--- src/rtl/calc_sequencer_if.sv ---
// Bundle between the calculator stage sequencer and its surroundings: buttons,
// the calculation-unit handshake, data-collector enables and display selects.
interface calc_sequencer_if;
  logic       previous_stage_button;
  logic       next_stage_button;
  logic       calc_done;
  logic       store_num1;
  logic       store_num2;
  logic       store_operation;
  logic       calc_start;
  logic       display_16bit_switches;
  logic       display_operation;
  logic       display_32bit_answer;
  logic [2:0] stage;
  logic       error;

  modport master (
    output previous_stage_button, next_stage_button, calc_done,
    input  store_num1, store_num2, store_operation, calc_start,
           display_16bit_switches, display_operation, display_32bit_answer,
           stage, error
  );

  modport slave (
    input  previous_stage_button, next_stage_button, calc_done,
    output store_num1, store_num2, store_operation, calc_start,
           display_16bit_switches, display_operation, display_32bit_answer,
           stage, error
  );
endinterface

--- src/rtl/calc_sequencer.sv ---
// Calculator stage sequencer: debounced prev/next buttons step NUM1/NUM2/OP/CALC/ANS/ERR.
// Optional feature: define SEQ_AUTO_RETURN_EN to return from ANS to NUM1 after an idle period.
module calc_sequencer #(
  parameter int DEBOUNCE_CYCLES    = 1000000,
  parameter int CALC_TIMEOUT       = 64,
  parameter int AUTO_RETURN_CYCLES = 500000000
) (
  input  logic             clk,
  input  logic             rst,
  calc_sequencer_if.slave  bus
);

  localparam logic [2:0] S_NUM1 = 3'd0;
  localparam logic [2:0] S_NUM2 = 3'd1;
  localparam logic [2:0] S_OP   = 3'd2;
  localparam logic [2:0] S_CALC = 3'd3;
  localparam logic [2:0] S_ANS  = 3'd4;
  localparam logic [2:0] S_ERR  = 3'd5;

  localparam int DB_W = $clog2(DEBOUNCE_CYCLES + 1);
  localparam int ST_W = $clog2(DEBOUNCE_CYCLES + 4);
  localparam int TO_W = $clog2(CALC_TIMEOUT + 1);

  // Bit 0 is the previous-stage button, bit 1 the next-stage button.
  logic [1:0]           raw_btn;
  logic [1:0]           sync1_q, sync1_d;
  logic [1:0]           sync2_q, sync2_d;
  logic [1:0]           deb_q, deb_d;
  logic [1:0]           deb_prev_q, deb_prev_d;
  logic [1:0]           press_q, press_d;
  logic [1:0]           armed_q, armed_d;
  logic [1:0][DB_W-1:0] db_cnt_q, db_cnt_d;
  logic [ST_W-1:0]      settle_cnt_q, settle_cnt_d;
  logic                 settle_done_q, settle_done_d;

  logic [2:0]           state_q, state_d;
  logic                 calc_first_q, calc_first_d;
  logic [TO_W-1:0]      tmo_cnt_q, tmo_cnt_d;
  logic                 prev_only, next_only;

  assign raw_btn = {bus.next_stage_button, bus.previous_stage_button};

  // Settling window after reset: a button only arms once its debounced level has
  // been seen low after the window, so a button held through reset never fires.
  always_comb begin
    settle_cnt_d  = settle_cnt_q;
    settle_done_d = settle_done_q;
    if (!settle_done_q) begin
      settle_cnt_d = settle_cnt_q + 1'b1;
      if (settle_cnt_q == ST_W'(DEBOUNCE_CYCLES + 2)) begin
        settle_done_d = 1'b1;
      end
    end
  end

  always_comb begin
    sync1_d    = raw_btn;
    sync2_d    = sync1_q;
    deb_d      = deb_q;
    deb_prev_d = deb_q;
    db_cnt_d   = '0;
    armed_d    = armed_q;
    press_d    = '0;
    for (int i = 0; i < 2; i++) begin
      if (sync2_q[i] != deb_q[i]) begin
        if (db_cnt_q[i] == DB_W'(DEBOUNCE_CYCLES - 1)) begin
          deb_d[i] = sync2_q[i];
        end else begin
          db_cnt_d[i] = db_cnt_q[i] + 1'b1;
        end
      end
      armed_d[i] = armed_q[i] | (settle_done_q & ~deb_q[i]);
      press_d[i] = armed_q[i] & deb_q[i] & ~deb_prev_q[i];
    end
  end

  assign prev_only = press_q[0] & ~press_q[1];
  assign next_only = press_q[1] & ~press_q[0];

`ifdef SEQ_AUTO_RETURN_EN
  localparam int AR_W = $clog2(AUTO_RETURN_CYCLES + 1);
  logic [AR_W-1:0] ar_cnt_q, ar_cnt_d;
`else
  logic unused_auto_return;
  assign unused_auto_return = (AUTO_RETURN_CYCLES != 0);
`endif

  // Stage FSM; CALC ignores buttons and leaves only on calc_done or timeout.
  always_comb begin
    state_d      = state_q;
    calc_first_d = 1'b0;
    tmo_cnt_d    = tmo_cnt_q;
`ifdef SEQ_AUTO_RETURN_EN
    ar_cnt_d     = '0;
`endif
    case (state_q)
      S_NUM1: begin
        if (next_only) state_d = S_NUM2;
      end
      S_NUM2: begin
        if (next_only)      state_d = S_OP;
        else if (prev_only) state_d = S_NUM1;
      end
      S_OP: begin
        if (next_only) begin
          state_d      = S_CALC;
          calc_first_d = 1'b1;
          tmo_cnt_d    = '0;
        end else if (prev_only) begin
          state_d = S_NUM2;
        end
      end
      S_CALC: begin
        if (bus.calc_done) begin
          state_d = S_ANS;
        end else if (tmo_cnt_q == TO_W'(CALC_TIMEOUT - 1)) begin
          state_d = S_ERR;
        end else begin
          tmo_cnt_d = tmo_cnt_q + 1'b1;
        end
      end
      S_ANS: begin
        if (next_only)      state_d = S_NUM1;
        else if (prev_only) state_d = S_OP;
`ifdef SEQ_AUTO_RETURN_EN
        if (press_q == 2'b00) begin
          if (ar_cnt_q == AR_W'(AUTO_RETURN_CYCLES - 1)) begin
            state_d = S_NUM1;
          end else begin
            ar_cnt_d = ar_cnt_q + 1'b1;
          end
        end
`endif
      end
      S_ERR: begin
        if (next_only || prev_only) state_d = S_NUM1;
      end
      default: state_d = S_NUM1;
    endcase
  end

  always_ff @(posedge clk or posedge rst) begin
    if (rst) begin
      sync1_q       <= '0;
      sync2_q       <= '0;
      deb_q         <= '0;
      deb_prev_q    <= '0;
      press_q       <= '0;
      armed_q       <= '0;
      db_cnt_q      <= '0;
      settle_cnt_q  <= '0;
      settle_done_q <= 1'b0;
      state_q       <= S_NUM1;
      calc_first_q  <= 1'b0;
      tmo_cnt_q     <= '0;
`ifdef SEQ_AUTO_RETURN_EN
      ar_cnt_q      <= '0;
`endif
    end else begin
      sync1_q       <= sync1_d;
      sync2_q       <= sync2_d;
      deb_q         <= deb_d;
      deb_prev_q    <= deb_prev_d;
      press_q       <= press_d;
      armed_q       <= armed_d;
      db_cnt_q      <= db_cnt_d;
      settle_cnt_q  <= settle_cnt_d;
      settle_done_q <= settle_done_d;
      state_q       <= state_d;
      calc_first_q  <= calc_first_d;
      tmo_cnt_q     <= tmo_cnt_d;
`ifdef SEQ_AUTO_RETURN_EN
      ar_cnt_q      <= ar_cnt_d;
`endif
    end
  end

  assign bus.stage                  = state_q;
  assign bus.calc_start             = calc_first_q;
  assign bus.store_num1             = (state_q == S_NUM1);
  assign bus.store_num2             = (state_q == S_NUM2);
  assign bus.store_operation        = (state_q == S_OP);
  assign bus.display_16bit_switches = (state_q == S_NUM1) || (state_q == S_NUM2);
  assign bus.display_operation      = (state_q == S_OP);
  assign bus.display_32bit_answer   = (state_q == S_ANS);
  assign bus.error                  = (state_q == S_ERR);

endmodule

--- src/flat_wrapper.sv ---
// flat-port wrapper written by rule: the top's interface ports become plain ports
module calc_sequencer_flat 
#(
  parameter int DEBOUNCE_CYCLES    = 1000000,
  parameter int CALC_TIMEOUT       = 64,
  parameter int AUTO_RETURN_CYCLES = 500000000
)
  (clk, rst, bus_previous_stage_button, bus_next_stage_button, bus_calc_done, bus_store_num1, bus_store_num2, bus_store_operation, bus_calc_start, bus_display_16bit_switches, bus_display_operation, bus_display_32bit_answer, bus_stage, bus_error);
  calc_sequencer_if bus_i ();
  input  logic clk;
  input  logic rst;
  input wire logic [$bits(bus_i.previous_stage_button)-1:0] bus_previous_stage_button;
  input wire logic [$bits(bus_i.next_stage_button)-1:0] bus_next_stage_button;
  input wire logic [$bits(bus_i.calc_done)-1:0] bus_calc_done;
  output wire logic [$bits(bus_i.store_num1)-1:0] bus_store_num1;
  output wire logic [$bits(bus_i.store_num2)-1:0] bus_store_num2;
  output wire logic [$bits(bus_i.store_operation)-1:0] bus_store_operation;
  output wire logic [$bits(bus_i.calc_start)-1:0] bus_calc_start;
  output wire logic [$bits(bus_i.display_16bit_switches)-1:0] bus_display_16bit_switches;
  output wire logic [$bits(bus_i.display_operation)-1:0] bus_display_operation;
  output wire logic [$bits(bus_i.display_32bit_answer)-1:0] bus_display_32bit_answer;
  output wire logic [$bits(bus_i.stage)-1:0] bus_stage;
  output wire logic [$bits(bus_i.error)-1:0] bus_error;
  assign bus_i.previous_stage_button = bus_previous_stage_button;
  assign bus_i.next_stage_button = bus_next_stage_button;
  assign bus_i.calc_done = bus_calc_done;
  assign bus_store_num1 = bus_i.store_num1;
  assign bus_store_num2 = bus_i.store_num2;
  assign bus_store_operation = bus_i.store_operation;
  assign bus_calc_start = bus_i.calc_start;
  assign bus_display_16bit_switches = bus_i.display_16bit_switches;
  assign bus_display_operation = bus_i.display_operation;
  assign bus_display_32bit_answer = bus_i.display_32bit_answer;
  assign bus_stage = bus_i.stage;
  assign bus_error = bus_i.error;
  calc_sequencer #(.DEBOUNCE_CYCLES(DEBOUNCE_CYCLES), .CALC_TIMEOUT(CALC_TIMEOUT), .AUTO_RETURN_CYCLES(AUTO_RETURN_CYCLES)) u_core (.clk(clk), .rst(rst), .bus(bus_i));
endmodule
--- config.mk ---
export PLATFORM = sky130hd
export DESIGN_NAME = calc_sequencer_flat
export DESIGN_NICKNAME = d
export VERILOG_FILES = /design/src/rtl/calc_sequencer_if.sv /design/src/rtl/calc_sequencer.sv /design/src/flat_wrapper.sv
export SDC_FILE = /design/constraint.sdc
export NUM_CORES = 1
export LEC_CHECK = 0
export ABC_AREA = 1
export CORE_MARGIN = 3
export CORE_UTILIZATION = 35
export DETAILED_ROUTE_END_ITERATION = 10
export GPL_TIMING_DRIVEN = 1
export SYNTH_ARGS = -nofsm -noshare
export SYNTH_HDL_FRONTEND = slang
export SYNTH_SLANG_ARGS = --single-unit
export TNS_END_PERCENT = 50
--- constraint.sdc ---
create_clock -name clk -period 3.59 [get_ports clk]
set_input_delay 0.718 -clock clk [delete_from_list [all_inputs] [get_ports clk]]
set_output_delay 0.718 -clock clk [all_outputs]
set_load 0.01 [all_outputs]
## After elaboration in Yosys (flattened, before gate mapping)

Index checks and enable logic that the tools add are counted.

- Output and inout bits: 11
- Register bits: 84
- Input bits: 5

- $add $sub $neg: 4
- Reduce and logical (&&, ||, !) cells: 8
- Bitwise logic cells: 16
- Multiplexer cells: 23
- Eq/ne operators: 20

Operators with widths:

| cell | count |
|---|---|
| $mux 20 | 4 |
| $add 20x1->20 const B | 3 |
| $eq 20x20->1 const B | 3 |
| $mux 3 | 10 |
| $mux 7 | 3 |
| $pmux 3 s6 | 1 |
| $pmux 7 s2 | 1 |
| $ne 3x1->1 const B | 3 |
| $and 1x1->1 | 8 |
| $add 7x1->7 const B | 1 |
| $eq 7x6->1 const B | 1 |
| $eq 3x2->1 const B | 2 |
| $eq 3x3->1 const B | 2 |
| $ne 2x1->1 const B | 3 |
| $not 1->1 | 6 |
| $reduce_and 6->1 | 1 |
| $mux 1 | 4 |
| $ne 2x2->1 const B | 2 |
| $reduce_and 2->1 | 2 |
| $reduce_and 4->1 | 1 |
| $eq 3x1->1 const B | 1 |
| $logic_not 3->1 | 1 |
| $ne 3x2->1 const B | 1 |
| $logic_or 1x1->1 | 2 |
| 3 further kinds | 5 |

## Depth between registers and ports, before layout

- Depth after elaboration: 5
- Depth in mapped cells: 9
- Depth with buffers taken out: 9

## Least setup slack after synthesis

No wires, ideal clock.

- Path kind: register -> output
- Start point: register u_core.state_q[0] (netlist: u_core.bus.stage[0])
- End point: output bus_store_operation
- Arrival time: 0.953 ns
- Cell stages (with the launch flop): 5
- Path slack: 1.919 ns
- Cells stage by stage: dfrtp_1 -> nor2_2 -> nand2_1 -> inv_1 -> buf_4

- Word-level cells in the longest chain between the ends: 1

Ends and longest elaborated chain:

| what | RTL line | text |
|---|---|---|
| start, declared | calc_sequencer.sv:36 | `logic [2:0] state_q, state_d;` |
| start signal, assigned | calc_sequencer.sv:169 | `state_q <= state_d;` |
| $eq 3x2->1 | - |  |
| end, declared | flat_wrapper.sv:17 | `output wire logic [$bits(bus_i.store_operation)-1:0] bus_store_operation;` |

No other way between the ends.

## Worst setup path in the final report

- Start point: register u_core.state_q[0] (netlist: u_core.bus.stage[0])
- End point: output bus_display_16bit_switches

- Word-level cells in the longest chain between the ends: 2
- Elaborated cells on any way between the ends: 3
- Classes of those cells: eq/ne: 1; reduce/logical: 2

Ends and longest elaborated chain:

| what | RTL line | text |
|---|---|---|
| $eq 3x1->1 / $logic_not 3->1 (equally long branches) | calc_sequencer.sv:183 | `assign bus.display_16bit_switches = (state_q == S_NUM1) \|\| (state_q == S_NUM2);` |
| $logic_or 1x1->1 (*) | calc_sequencer.sv:183 |  |
| end, declared | flat_wrapper.sv:19 | `output wire logic [$bits(bus_i.display_16bit_switches)-1:0] bus_display_16bit_switches;` |

Every way passes the cells marked *; elsewhere a longest branch is shown, timed or not.

==> metrics.yaml <==
outcome:
  status: "finished clean"
logic_synthesis:
  synth_xor_area_share_pct: 7.83
  yosys_warnings: 0
  yosysSeqAreaShare_pct: 47.3
  async_flop_share_pct: 100
  synth-seq-cells: 84
  ys.flop_type: "dfrtp_1"
  netlist_area_um2: 4440
  syn_avg_cell_area_um2: 8.08
  synthSimpleGateAreaFrac_pct: 33.0
  yosysUniqueCellTypes: 33
  synth_top_family_by_area: "simple AND/OR/NAND/NOR gates"
  synth_edf_count: 0
  muxShareOfSynthArea_pct: 0
  synth_top_cell_by_area: "dfrtp_1"
  synthCells: 550
  yosysTopAreaCellShare_pct: 47.3
  synthTopCellsByArea: "dfrtp_1 (47%), nand2_1 (8.8%), nor2_1 (7.7%)"
  synthAdderAreaFrac_pct: 1.69
  synth_compound_area_share_pct: 3.41
  syn-num-nets: 561
die:
  die_area_um2: 14100
  die_w_um: 119
  initial_core_util_pct: 36.4
  core_um2: 12200
  io_pins: 16
  rows: 40
  fp.dieH_um: 119
worst_setup_path:
  crit_type: "reg2out"
  slowest_stage: "clkdlybuf4s50_1"
  arrival_ps: 1710
  path_buf_inv: 1
  cp.depth: 4
  critPathMaxFanout: 6
  crit_required_ps: 2870
  worstSetupStartpointType: "register"
  end_kind: "output port"
  max_stage_delay_ps: 560
  path_cells: "nor2_2 -> nand2_1 -> o21ai_0 -> clkdlybuf4s50_1"
  crit_start: "u_core.bus.stage[0]$_DFFE_PP0P_"
  r2r-start: "u_core.db_cnt_q[0]$_DFF_PP0_"
  crit_family: "buffers and inverters"
  reg2reg_depth: 8
drt:
  wl_per_cell_um: 11.6
  wl_mm: 8.67
  detail_route.iter0.violations: 239
  via_count: 3456
  drtAntennaViolNets: 0
  drt-pass1-iter-count: 4
  viasPerCell: 4.63
  drc: 0
worst_hold_path:
  hold_start: "u_core.sync1_q[1]$_DFF_PP0_"
  hp-class: "reg2reg"
  hold_depth: 0
sta:
  setup_tns_ps: 0
  fmax_mhz: 411
  final_max_slew_viol_count: 0
  worst_pin_slew_ps: 829
  relSlewSlack_pct: 44.7
  final.min_clock_period_ps: 2430
  finalHoldViolations: 0
  period_share_pct: 67.7
  setup_viol: 0
  rsz0062_at_grt: "no"
  finClkSkew_ps: 7.96
  hold_slack_ps: 349
pwr:
  leakage_uw: 0.00232
  pwr-share-seq_pct: 49.1
  totalPowerFinal_uw: 1960
  power.switching_uw: 425
  p_comb_share_pct: 2.5
  power_frac_clock_pct: 48.4
  power.density_nw_per_um2: 383
  peakVddDrop_v: 0.000241
  switching_share_pct: 21.7
  p_int_uw: 1530
placed_design:
  place_area_um2: 4810
  placed_cells: 731
  numPortBuffers: 15
  place.gp.congestion: 0.874
  hpwl_mm: 6.37
clocking:
  cts_buffers: 9
  root_buffer: "clkbuf_16"
  cts_setup_buffers: 0
  worst_skew_pair.late_latency_ps: 330
  cts_tree: "built"
  clk_pin_slew_ps: 60
  clock_sink_count: 84
  postCtsHoldBufs: 0
  htreeDepth: 3
  cts_buffer_depth: 2
  cts_resized: 0
global_routing:
  grtUsageTotal_pct: 13.3
  grt_antenna_before_repair: 0
  grt_pass1_vias: 3443
  grt_pass1_wl_mm: 15.6
  overflow: 0
  grt_max_degree: 48
layout:
  final_nets: 585
  layout_commonest_cell: "nand2_1"
  drive_gt1_share_pct: 9.67
  layout_common_cells: "nand2_1 (104), nor2_1 (91), dfrtp_1 (84)"
  finish.instance_area_um2: 5120
  fillers: 1222
  diodes: 0
  area_growth_pct: 15.2
  stdcell_count: 747
job:
  drv_cap: 0
power by group through the flow:
| stage | Sequential, uW | Clock [uW] | Combinational, uW |
|---|---|---|---|
| floorplan | 976 | 0 | 33.8 |
| global placement | 977 | 0 | 51.0 |
| detailed placement | 978 | 0 | 52.4 |
| CTS | 960 | 978 | 52.5 |
| global route | 960 | 1020 | 58.7 |
| finish | 960 | 947 | 49.9 |
stage by stage:
step	utilization, %	setup slack [ps]
6_report	41.9	1160
3_5_place_dp	39.4	1510
3_3_place_gp	39.4	1560
4_1_cts	41.9	1140
2_1_floorplan	-	707
5_1_grt	41.9	1060
kinds of logic after synthesis:
group | Yosys count
buffers and inverters | 79
adder cells (fa/ha/maj) | 6
AND/OR/NAND/NOR | 315
AO/OA/AOI/OAI | 28
XOR/XNOR | 38
flip-flops | 84
cell usage after synthesis, types with 6 or more instances:
library cell    n
nand2_1       104
xor2_1         25
nand2_2         7
xnor2_1        11
dfrtp_1        84
ha_1            6
nor2_2         15
nand3_1        55
nor3_1         11
nor2_1         91
o21ai_0         9
a21oi_1        11
nand4_1        13
inv_1          73
routing by layer:
metal | routed length, um | vias up | global-route usage, % | part of all wire (%)
met5 | 0 | - | 0 | 0
met4 | 182 | 0 | 6.23 | 2.1
met3 | 240 | 13 | 2.01 | 2.8
met2 | 4090 | 49 | 22.0 | 47
met1 | 4160 | 1611 | 17.2 | 48
li1 | - | 1783 | - | -
flip-flops by register name, summed over array words and instances (netlist names):
name                   flops
u_core.db_cnt_q           40
u_core.settle_cnt_q       20
u_core.tmo_cnt_q           7
u_core.bus.stage           3
u_core.armed_q             2
u_core.deb_prev_d          2
u_core.deb_prev_q          2
u_core.press_q             2
u_core.sync1_q             2
u_core.sync2_q             2
u_core.bus.calc_start      1
u_core.settle_done_q       1
cell type report:
cell class	count	area, um^2	share of cell area (%)
Timing Repair Buffer	16	170	3.33
Multi-Input combinational cell	387	2040	39.8
Tap cell	168	210	4.11
Sequential cell	84	2100	41.1
Clock buffer	10	239	4.67
Clock inverter	6	70.1	1.37
Inverter	76	287	5.60
final timing paths:
path,slack (ps),endpoint
max in group asynchronous,2070,u_core.settle_cnt_q[0]$_DFFE_PP0N_
max,1160,bus_display_16bit_switches
max reg2reg,2010,u_core.db_cnt_q[5]$_DFF_PP0_
min reg2reg,350,u_core.sync2_q[1]$_DFF_PP0_
min,350,u_core.sync2_q[1]$_DFF_PP0_
min in group asynchronous,840,u_core.db_cnt_q[39]$_DFF_PP0_
No activity file was read; power rests on OpenSTA's default activity.
==> RTL change (same settings) <==
Make the reset (`rst`) synchronous in one clocked block.
--- a/src/rtl/calc_sequencer.sv
+++ b/src/rtl/calc_sequencer.sv
@@ -141,3 +141,3 @@
 
-  always_ff @(posedge clk or posedge rst) begin
+  always_ff @(posedge clk) begin
     if (rst) begin
Formal check against the unedited RTL: same outputs for any inputs over 10 cycles, from zero or initial values and one cycle with rst high; that may be too few to reach the edited logic, so the function may still have changed.
==> RTL change against the unedited design <==
Synthesized cell count is 12% higher; global-route usage hardly changed; sequential cell count stayed put; setup slack worse by 0.013 ns; design area is 6.7% lower; hold slack better by 0.042 ns; area after synthesis is 6.3% lower; routed wire length is 4.5% lower.
Power is not compared: it rests on default switching activity, and its combinational part moved more than twofold at a synthesized area within 25%.
==> RTL change: results (changes against the unedited design) <==
stage	metric	value	unit	change
global_route	number of antenna violations at the first check in global routing	0		unchanged
synthesis	commonest cells in the netlist	sky130_fd_sc_hd__nand2_1 (133), sky130_fd_sc_hd__nor2_1 (126), sky130_fd_sc_hd__dfxtp_1 (84)		
placement	Final HPWL DP	5.997	mm	-5.8%
synthesis	count of unique library cells instantiated by Yosys	32		-3.0%
setup_path	cell family contributing the most delay on the critical path	buffers and inverters		
clock_network	Clk Latency, worst-skew pair	0.34	ns	
power	worst ir drop on vdd	0.1857	mV	
setup_path	data arrival at the endpoint of the critical path	1.73	ns	+0.02 ns
synthesis	most used flip-flop cell after synthesis	sky130_fd_sc_hd__dfxtp_1		
synthesis	Synth Area in Compound Gates	6.496	%	+3.1 points
clock_network	clock transition at the registers of the reported paths	0.06	ns	about the same
clock_network	cell at the root of the clock tree	sky130_fd_sc_hd__clkbuf_16		
timing	worst relative slew slack	55.74	%	+11 points
placement	count of input and output buffers	15		unchanged
synthesis	cell count after synthesis	615		+12%
placement	area post-placement	0.004437	mm2	-7.7%
clock_network	hold bufs inserted after CTS	0		unchanged
finish	registers with the highest flip-flop counts	u_core.db_cnt_q: 40 flops, u_core.settle_cnt_q: 20 flops, u_core.tmo_cnt_q: 7 flops		
drt	Starting DRT DRC Count	229		-4.2%
synthesis	register area share after synthesis	40.42	%	-6.9 points
synthesis	synthesized-area fraction occupied by xor and xnor cells	4.842	%	-3.0 points
synthesis	nets in the synthesized netlist	626		+12%
placement	number of instances in the placed design	764		+4.5%
setup_path	stage delay of the slowest cell on the critical path	0.54	ns	-0.02 ns
setup_path	slowest cell on the critical path	sky130_fd_sc_hd__clkdlybuf4s50_1		
drt	number of detailed-routing iterations run before antenna repair	4		unchanged
clock_network	total setup buffers inserted after CTS	0		unchanged
synthesis	adder and majority cell fraction of the synthesized area	1.805	%	+0.11 points
finish	fraction of final layout cells sized beyond drive strength 1	5.965	%	-3.7 points
global_route	largest net degree at the start of global routing	25		-48%
clock_network	maximum buffer depth of the clock tree	2		unchanged
synthesis	share of synthesized flip-flops with an asynchronous set or reset	0	%	-100 points
drt	routed vias	3680		+6.5%
placement	gpl congestion	0.8324		-4.8%
drt	vias per inst	4.718		+2.0%
global_route	number of global-route vias before repair	3443		unchanged
placement	minimum setup slack after placement	1.051	ns	-0.4639 ns
clock_network	# H-tree levels	3		unchanged
finish	number of nets at the end of the flow	643		+9.9%
outcome	result of the run	finished clean		
setup_path	CP max FO	8		+2
clock_network	CTS Buf Count	9		unchanged
drt	Detailed Route WL	8.286	mm	-4.5%
finish	Antenna diodes	0		unchanged
synthesis	multiplexer share of the synthesized area	0	%	unchanged
power	Leak Pwr	1.657	nW	
global_route	GRT Total Usage	13.37	%	+0.043 points
global_route	wire length of the first global-routing pass	14.49	mm	-7.0%
synthesis	main area contributors after synthesis	sky130_fd_sc_hd__dfxtp_1 (40%), sky130_fd_sc_hd__nand2_1 (12%), sky130_fd_sc_hd__nor2_1 (11%)		
timing	Layout Skew	0.004725	ns	-0.003235 ns
==> RTL change: changes by cell type in the layout (fill, tap and decap cells not counted), sizes merged, moves of 15 or more <==
| cell | before | now |
|---|---|---|
| xor2 | 27 | 12 |
| nor2 | 108 | 133 |
| dfrtp | 84 | 0 |
| dfxtp | 0 | 84 |
| a21oi | 11 | 35 |
| nand2 | 112 | 138 |
==> RTL change: layout make-up <==
class | count | area, um2
fillers | 1199 | 6743
multi-input cells | 442 | 2122
flip-flops and latches | 84 | 1682
inverters | 79 | 296.5
clock buffers | 11 | 252.7
well taps | 143 | 178.9
repair buffers | 16 | 157.7
clock inverters | 5 | 83.83
==> RTL change: kinds of logic (layout without fill, tap and decap cells) <==
family | Yosys count | count (layout)
xor+xnor | 23 | 23
fa+ha+maj | 6 | 6
buf+inv | 89 | 111
compound gates | 52 | 52
simple gates | 361 | 361
flops | 84 | 84
==> RTL change: path summary, 6_finish.rpt <==
kind                               to  slack [ns]            startpoint  depth (start not counted)
hold reg to reg     u_core.press_q[1]        0.39  u_core.deb_prev_q[1]                          1
hold / removal      u_core.press_q[1]        0.39  u_core.deb_prev_q[1]                          1
setup / recovery       bus_store_num1        1.15   u_core.bus.stage[0]                          4
setup reg to reg  u_core.db_cnt_q[17]        1.78    u_core.db_cnt_q[0]                          6
==> RTL change: power groups by stage <==
stage / Clock (mW) / Sequential [mW] / Combinational [mW]
final: 1.02 / 0.990 / 0.298
after global routing: 1.09 / 0.994 / 0.340
after CTS: 1.06 / 0.989 / 0.301
after detailed placement: 0 / 1.01 / 0.299
after global placement: 0 / 1.01 / 0.297
after floorplan: 0 / 1.01 / 0.204
==> RTL change: layer usage <==
metal	GRT usage [%]	up-vias	wire length [um]
met5	0	-	0
met4	7.512	0	182
met3	2.368	12	233
met2	21.37	43	3574
met1	17.01	1641	4296
li1	-	1984	-
